===== src/rtl/mode_s_ppm_tx.sv =====
// Mode S / ADS-B 1090 MHz PPM transmitter: preamble plus PPM data block at baseband.
// Optional MODE_S_TX_PARITY_EN replaces the last 24 bits with the Mode S CRC.
module mode_s_ppm_tx #(
    parameter int WIDTH_OUT = 16,
    parameter int SPC       = 10,
    parameter int GAP_CHIPS = 8
) (
    input  logic                        clk,
    input  logic                        reset,
    input  logic [111:0]                msg_data,
    input  logic                        msg_long,
    input  logic [WIDTH_OUT-2:0]        amplitude,
    input  logic                        msg_valid,
    output logic                        msg_ready,
    output logic signed [WIDTH_OUT-1:0] sig_out_i,
    output logic signed [WIDTH_OUT-1:0] sig_out_q,
    output logic                        tx_active,
    output logic                        done
);
    localparam logic [1:0] S_IDLE = 2'd0;
    localparam logic [1:0] S_PRE  = 2'd1;
    localparam logic [1:0] S_DATA = 2'd2;
    localparam logic [1:0] S_GAP  = 2'd3;

    logic [1:0]           state;
    logic [5:0]           samp;
    logic [7:0]           chip;
    logic [111:0]         shreg;
    logic                 is_long;
    logic [WIDTH_OUT-2:0] amp;

    logic accept;
    logic chip_end;
    logic last_data;
    logic gap_end;
    logic data_bit;
    logic level;

    assign accept    = msg_valid && msg_ready && (state == S_IDLE);
    assign chip_end  = (samp == 6'(SPC - 1));
    assign last_data = (state == S_DATA) && chip_end &&
                       (chip == (is_long ? 8'd223 : 8'd111));
    // The gap is one cycle short of GAP_CHIPS*SPC because the IDLE cycle
    // in which the next accept happens supplies the final zero sample.
    assign gap_end   = (state == S_GAP) && (chip == 8'(GAP_CHIPS - 1)) &&
                       (samp == 6'(SPC - 2));

`ifdef MODE_S_TX_PARITY_EN
    logic [23:0] crc;
    logic [6:0]  bit_idx;
    logic        in_par;

    assign bit_idx  = chip[7:1];
    assign in_par   = bit_idx >= (is_long ? 7'd88 : 7'd32);
    assign data_bit = in_par ? crc[23] : shreg[111];

    // Bit-serial CRC over the message bits, then shifted out as parity
    always_ff @(posedge clk) begin
        if (reset) begin
            crc <= '0;
        end else if (accept) begin
            crc <= '0;
        end else if (state == S_DATA && chip_end && chip[0]) begin
            if (in_par)
                crc <= {crc[22:0], 1'b0};
            else if (shreg[111] ^ crc[23])
                crc <= {crc[22:0], 1'b0} ^ 24'hFFF409;
            else
                crc <= {crc[22:0], 1'b0};
        end
    end
`else
    assign data_bit = shreg[111];
`endif

    // Pulse level of the sample currently being produced
    always_comb begin
        level = 1'b0;
        unique case (state)
            S_PRE:  level = (chip == 8'd0) || (chip == 8'd2) ||
                            (chip == 8'd7) || (chip == 8'd9);
            S_DATA: level = data_bit ^ chip[0];
            default: level = 1'b0;
        endcase
    end

    // Frame sequencer: state, sample/chip counters and message latch
    always_ff @(posedge clk) begin
        if (reset) begin
            state     <= S_IDLE;
            samp      <= '0;
            chip      <= '0;
            shreg     <= '0;
            is_long   <= 1'b0;
            amp       <= '0;
            msg_ready <= 1'b0;
        end else begin
            unique case (state)
                S_IDLE: begin
                    if (accept) begin
                        state     <= S_PRE;
                        shreg     <= msg_data;
                        is_long   <= msg_long;
                        amp       <= amplitude;
                        samp      <= '0;
                        chip      <= '0;
                        msg_ready <= 1'b0;
                    end else begin
                        msg_ready <= 1'b1;
                    end
                end
                S_PRE: begin
                    samp <= chip_end ? 6'd0 : samp + 6'd1;
                    if (chip_end) begin
                        if (chip == 8'd15) begin
                            chip  <= '0;
                            state <= S_DATA;
                        end else begin
                            chip <= chip + 8'd1;
                        end
                    end
                end
                S_DATA: begin
                    samp <= chip_end ? 6'd0 : samp + 6'd1;
                    if (chip_end) begin
                        if (chip[0])
                            shreg <= {shreg[110:0], 1'b0};
                        if (last_data) begin
                            chip <= '0;
                            if (GAP_CHIPS == 0) begin
                                state     <= S_IDLE;
                                msg_ready <= 1'b1;
                            end else begin
                                state <= S_GAP;
                            end
                        end else begin
                            chip <= chip + 8'd1;
                        end
                    end
                end
                default: begin
                    if (gap_end) begin
                        state     <= S_IDLE;
                        samp      <= '0;
                        chip      <= '0;
                        msg_ready <= 1'b1;
                    end else begin
                        samp <= chip_end ? 6'd0 : samp + 6'd1;
                        if (chip_end)
                            chip <= chip + 8'd1;
                    end
                end
            endcase
        end
    end

    // Registered output stage
    always_ff @(posedge clk) begin
        if (reset) begin
            sig_out_i <= '0;
            tx_active <= 1'b0;
            done      <= 1'b0;
        end else begin
            sig_out_i <= level ? $signed({1'b0, amp}) : '0;
            tx_active <= (state == S_PRE) || (state == S_DATA);
            done      <= last_data;
        end
    end

    assign sig_out_q = '0;

endmodule


===== config.mk =====
export PLATFORM = sky130hd
export DESIGN_NAME = mode_s_ppm_tx
export DESIGN_NICKNAME = d
export VERILOG_FILES = /design/src/rtl/mode_s_ppm_tx.sv
export SDC_FILE = /design/constraint.sdc
export NUM_CORES = 1
export LEC_CHECK = 0
export CORE_ASPECT_RATIO = 0.8
export CORE_MARGIN = 2
export CORE_UTILIZATION = 46
export CTS_CLUSTER_DIAMETER = 150
export CTS_CLUSTER_SIZE = 14
export DETAILED_ROUTE_END_ITERATION = 8
export PLACE_DENSITY = 0.85
export RECOVER_POWER = 100
export SKIP_LAST_GASP = 1
export SLEW_MARGIN = 20
export SYNTH_ARGS = -nofsm -noshare
export SYNTH_HDL_FRONTEND = slang
export SYNTH_SLANG_ARGS = --single-unit

===== constraint.sdc =====
create_clock -name clk -period 2.2 [get_ports clk]
set_clock_uncertainty 0.05 [all_clocks]
set_input_delay 0.44 -clock clk [delete_from_list [all_inputs] [get_ports clk]]
set_output_delay 0.44 -clock clk [all_outputs]
set_load 0.03 [all_outputs]

== Word-level counts from Yosys, hierarchy flattened ==
Cells that the tools add are included.
Storage, ports and cells
  bits in latches: 0
  bits in registers: 163
  memories: 0
  memory bits (read-only): 0
  bits of input ports: 131
  output and inout port bits: 35
  memory bits (writable): 0
Cells by class
  shift-type cells: 0
  mux-type cells: 28
  eq/ne operators: 16
  bitwise operators: 3
  add/subtract/negate cells: 2
  divide/modulo/power cells: 0
  magnitude comparators: 0
  reduce and logical (&&, ||, !) cells: 23
  $mul: 0
Operators by type and width (count)
  2-to-1 mux 112 bit: 3
  one-hot mux 112 bit (2 select lines): 1
  2-to-1 mux 8 bit: 8
  one-hot mux 8 bit (3 select lines): 1
  2-to-1 mux 6 bit: 3
  == test 8 x 4 -> 1 bit (second input constant): 2
  == test 6 x 4 -> 1 bit (second input constant): 2
  2-to-1 mux 2 bit: 6
  != test 2 bit (second input constant): 6
  one-hot mux 6 bit (2 select lines): 1
  adder 8 x 1 -> 8 bit (second input constant): 1
  == test 8 x 2 -> 1 bit (second input constant): 1
  == test 8 x 3 -> 1 bit (second input constant): 1
  == test 8 bit: 1
  zero test 8 bit: 1
  AND reduction 4 bit: 2
  adder 6 x 1 -> 6 bit (second input constant): 1
  logical AND 1 bit: 6
  one-hot mux 2 bit (3 select lines): 1
  AND reduction 6 bit: 1
  == test 2 bit (second input constant): 2
  logical OR 1 bit: 4
  one-hot mux 1 bit (2 select lines): 2
  AND reduction 2 bit: 2
  9 further kinds: 13

== Longest topological paths before layout ==
  word-level depth: 7
  mapped depth: 9

== Worst setup path before layout ==
OpenSTA, ideal clock, no wires.
  path type: register to register
  from: register chip[0]
  to: register state[0]
  arrival time: 1.887 ns
  stages on the path, launching flop included: 9
  clock period less this slack: 2.024 ns
  required time: 2.063 ns
  library setup time: 0.087 ns
  path slack: 0.176 ns
  path through: dfxtp_1 -> ha_1 -> and3_1 -> clkbuf_1 -> nand3_1 -> o21ai_2 -> o211ai_1 -> or3_1 -> o31ai_1
On the way
  word-level cells in the longest chain between the ends: 5
Ends and longest elaborated chain
  from (decl): line 27  | logic [7:0] chip;
  from (signal assigned): line 119  | chip <= chip + 8'd1;
  from (signal assigned): line 137  | chip <= chip + 8'd1;
  from (signal assigned): line 150  | chip <= chip + 8'd1;
  == test 8 x 3 -> 1 bit: line 45  | assign gap_end = (state == S_GAP) && (chip == 8'(GAP_CHIPS - 1)) &&
  logical AND 1 bit (2 in series): line 45
  nonzero test 4 bit (no source line)
  AND reduction 6 bit (no source line) *
  to (signal assigned): line 90  | state <= S_IDLE;
  to (signal assigned): line 101  | state <= S_PRE;
  to (signal assigned): line 117  | state <= S_DATA;
  to (decl): line 25  | logic [1:0] state;
Mark *: on every way between the ends. The rest lies on a longest branch, timed or not.
A chain may end at the register's enable or synchronous reset.

== Worst setup path in the final report ==
  from: register chip[1]
  to: register chip[1]
On the way
  word-level cells in the longest chain between the ends: 5
Ends and longest elaborated chain
  parallel branches: the longest is 5 deep, another holds adder 8 x 1 -> 8 bit
Several ways; the timed one is not identified. The select of a mux whose other input is x is not followed.

==> run summary <==
run status: complete, no violations
GPL Wtd Cong: 0.871
Hold Vio Cnt, Final: 0
# H-tree levels: 4
CTS tree: done
RSZ-0062 raised after global routing: true
Crit. End Element: register
Total Routing Usage GR: 19.1%
Hold/Removal Path Class: in -> reg
synth unique cells: 49
CORE AREA: 0.0156 mm^2
nets: 1062
relative slew slack: 50.0%
share of cells above drive strength 1: 9.76%
Setup violations, final: 0
worst slew pin tran: 0.747 ns
Non-Filler Instances: 1147
most frequent cells in the layout: dfxtp_1, clkdlybuf4s50_1, nor2_1, mux2i_1, a211oi_1
Seq/Total Area, Yosys: 44.3%
routed wire length: 16200 um
drt drc: 0
fin util: 62.2%
Cell Pwr Density: 1390 mW/mm^2
part of the cycle the worst path needs: 93.7%
row cnt: 41
P&R area growth vs syn: 33.0%
Hold-fix buffers, CTS: 0
Synth Register Bits: 162
CTS Buf Count: 17
Static Leak: 3.40 nW
fraction of registers with async set/reset: 0%
CP required: 2.50 ns
initial drt markers: 325
crit path kind: reg -> reg
Top FF cell, synth: dfxtp_1
Worst Path Arrival: 2.36 ns
Avg Cell Area, Syn: 9.40 um^2
Clk pin slew, worst setup/hold paths: 0.07 ns
fmax: 485 MHz
# Max-Cap Violations: 0
area of the die: 0.0169 mm^2
TNS Setup: 0 ns
Remaining Overflow, GRT: 0
Synth Instances: 779
drt first pass iters: 4
Initial Util: 46.8%
ANT cells: 0
VDD IR-drop max: 0.846 mV
# clock sinks: 162
via count: 5911
DIE WIDTH: 145 um
Bufs on Longest Clock Path: 2
first-pass GRT wire length: 26300 um
Final Power: 13.5 mW
drt via density: 5.15
synth warn: 0
drt wl/cell: 14.1 um
clk_lat worst skew: 0.42 ns
Top-Level Pins: 166
critical path peak fanout: 8
Post-synth EDFFs: 0
CTS root buffer: clkbuf_16
initial antenna violation count: 0
largest net degree at the start of global routing: 137
Max Slew Vio Count: 0
Routed Antenna Nets: 0
Buffers on Ports: 148
Min Clock Period, post-route: 2.06 ns
Die Ht: 117 um
nature of the critical path startpoint: register
final hold slack: 0.245 ns
Post-DP HPWL: 11000 um
cell area after synthesis: 0.00732 mm^2
commonest non-fill, non-tap cell in the layout: dfxtp_1
dpl cells: 1111
number of global-route vias before repair: 5502
==> state kept, by name, indices dropped and copies added, names as in the netlist <==
signal / cells
amp: 15
chip: 8
done: 1
is_long: 1
msg_ready: 1
samp: 6
shreg: 112
sig_out_i: 15
state: 2
tx_active: 1
==> routing by layer <==
| metal | track usage [%] | part of all wire, % |
|---|---|---|
| met5 | 0 | 0 |
| met4 | 5.41 | 1.4 |
| met3 | 5.39 | 5.3 |
| met2 | 31.8 | 47 |
| met1 | 24.5 | 47 |
==> stage by stage <==
stage                     setup WS, ns  cell area [um^2]
after floorplan                  0.176              7380
after detailed placement       -0.0784              9100
after global routing           -0.0158              9730
final                            0.139              9730
after global placement          0.0193              9100
after CTS                       0.0117              9700
==> worst max-delay path, cell delays in order, from the launching register on <==
cell and delay (ns):
dfxtp_1 0.41, ha_1 0.22, and4b_1 0.25, nand4_2 0.18
a221oi_4 0.47, buf_4 0.19, nand4_1 0.08, a21oi_1 0.14
==> synth_stat cells, types with 6 or more instances <==
library cell / count / area (um^2)
dfxtp_1: 162 / 3240
nor2_1: 122 / 458
mux2i_1: 111 / 1110
a211oi_1: 100 / 751
nand2_1: 45 / 169
a21oi_1: 33 / 165
clkbuf_1: 31 / 116
buf_4: 24 / 180
buf_2: 20 / 100
and2_1: 16 / 100
inv_1: 15 / 56.3
a211oi_2: 12 / 150
ha_1: 12 / 150
nand4_1: 10 / 62.6
nand3_1: 6 / 30.0
o21ai_0: 6 / 30.0
==> repair_timing <==
action,CTS,global route
buffers inserted,0,4
resized for setup,0,1
endpoints found under the setup margin,0,107
==> cell type report <==
type / count / area (um^2)
clock buffer: 17 / 425
clock inverter: 15 / 183
fill: 1289 / 5910
inverter: 15 / 56.3
multi-input combinational: 540 / 3690
sequential: 162 / 3240
tap: 215 / 269
timing repair buffer: 183 / 1860
==> power by group <==
group | total, mW | switching (mW) | internal, mW
clock network | 3.05 | 1.25 | 1.80
logic | 5.87 | 3.18 | 2.69
registers | 4.60 | 0.573 | 4.02
total | 13.5 | 5.00 | 8.51
==> path summary, 6_finish.rpt <==
kind	from	endpoint	slack (ns)	depth (start not counted)
worst max-delay path	chip[1]	chip[1]	0.14	7
worst min-delay path	reset	samp[1]	0.25	2
worst max register to register	chip[1]	chip[1]	0.14	7
worst min register to register	amp[8]	amp[8]	0.40	2
==> cell families after synthesis <==
kind of cell,share of synthesized area (%)
buffers and inverters,6.36
AO/OA/AOI/OAI,17.2
XOR/XNOR,0.598
AND/OR/NAND/NOR,14.3
other,0.0512
flip-flops,44.3
multiplexers,15.2
adder cells (fa/ha/maj),2.05
Power figures use the tool's default switching activity.
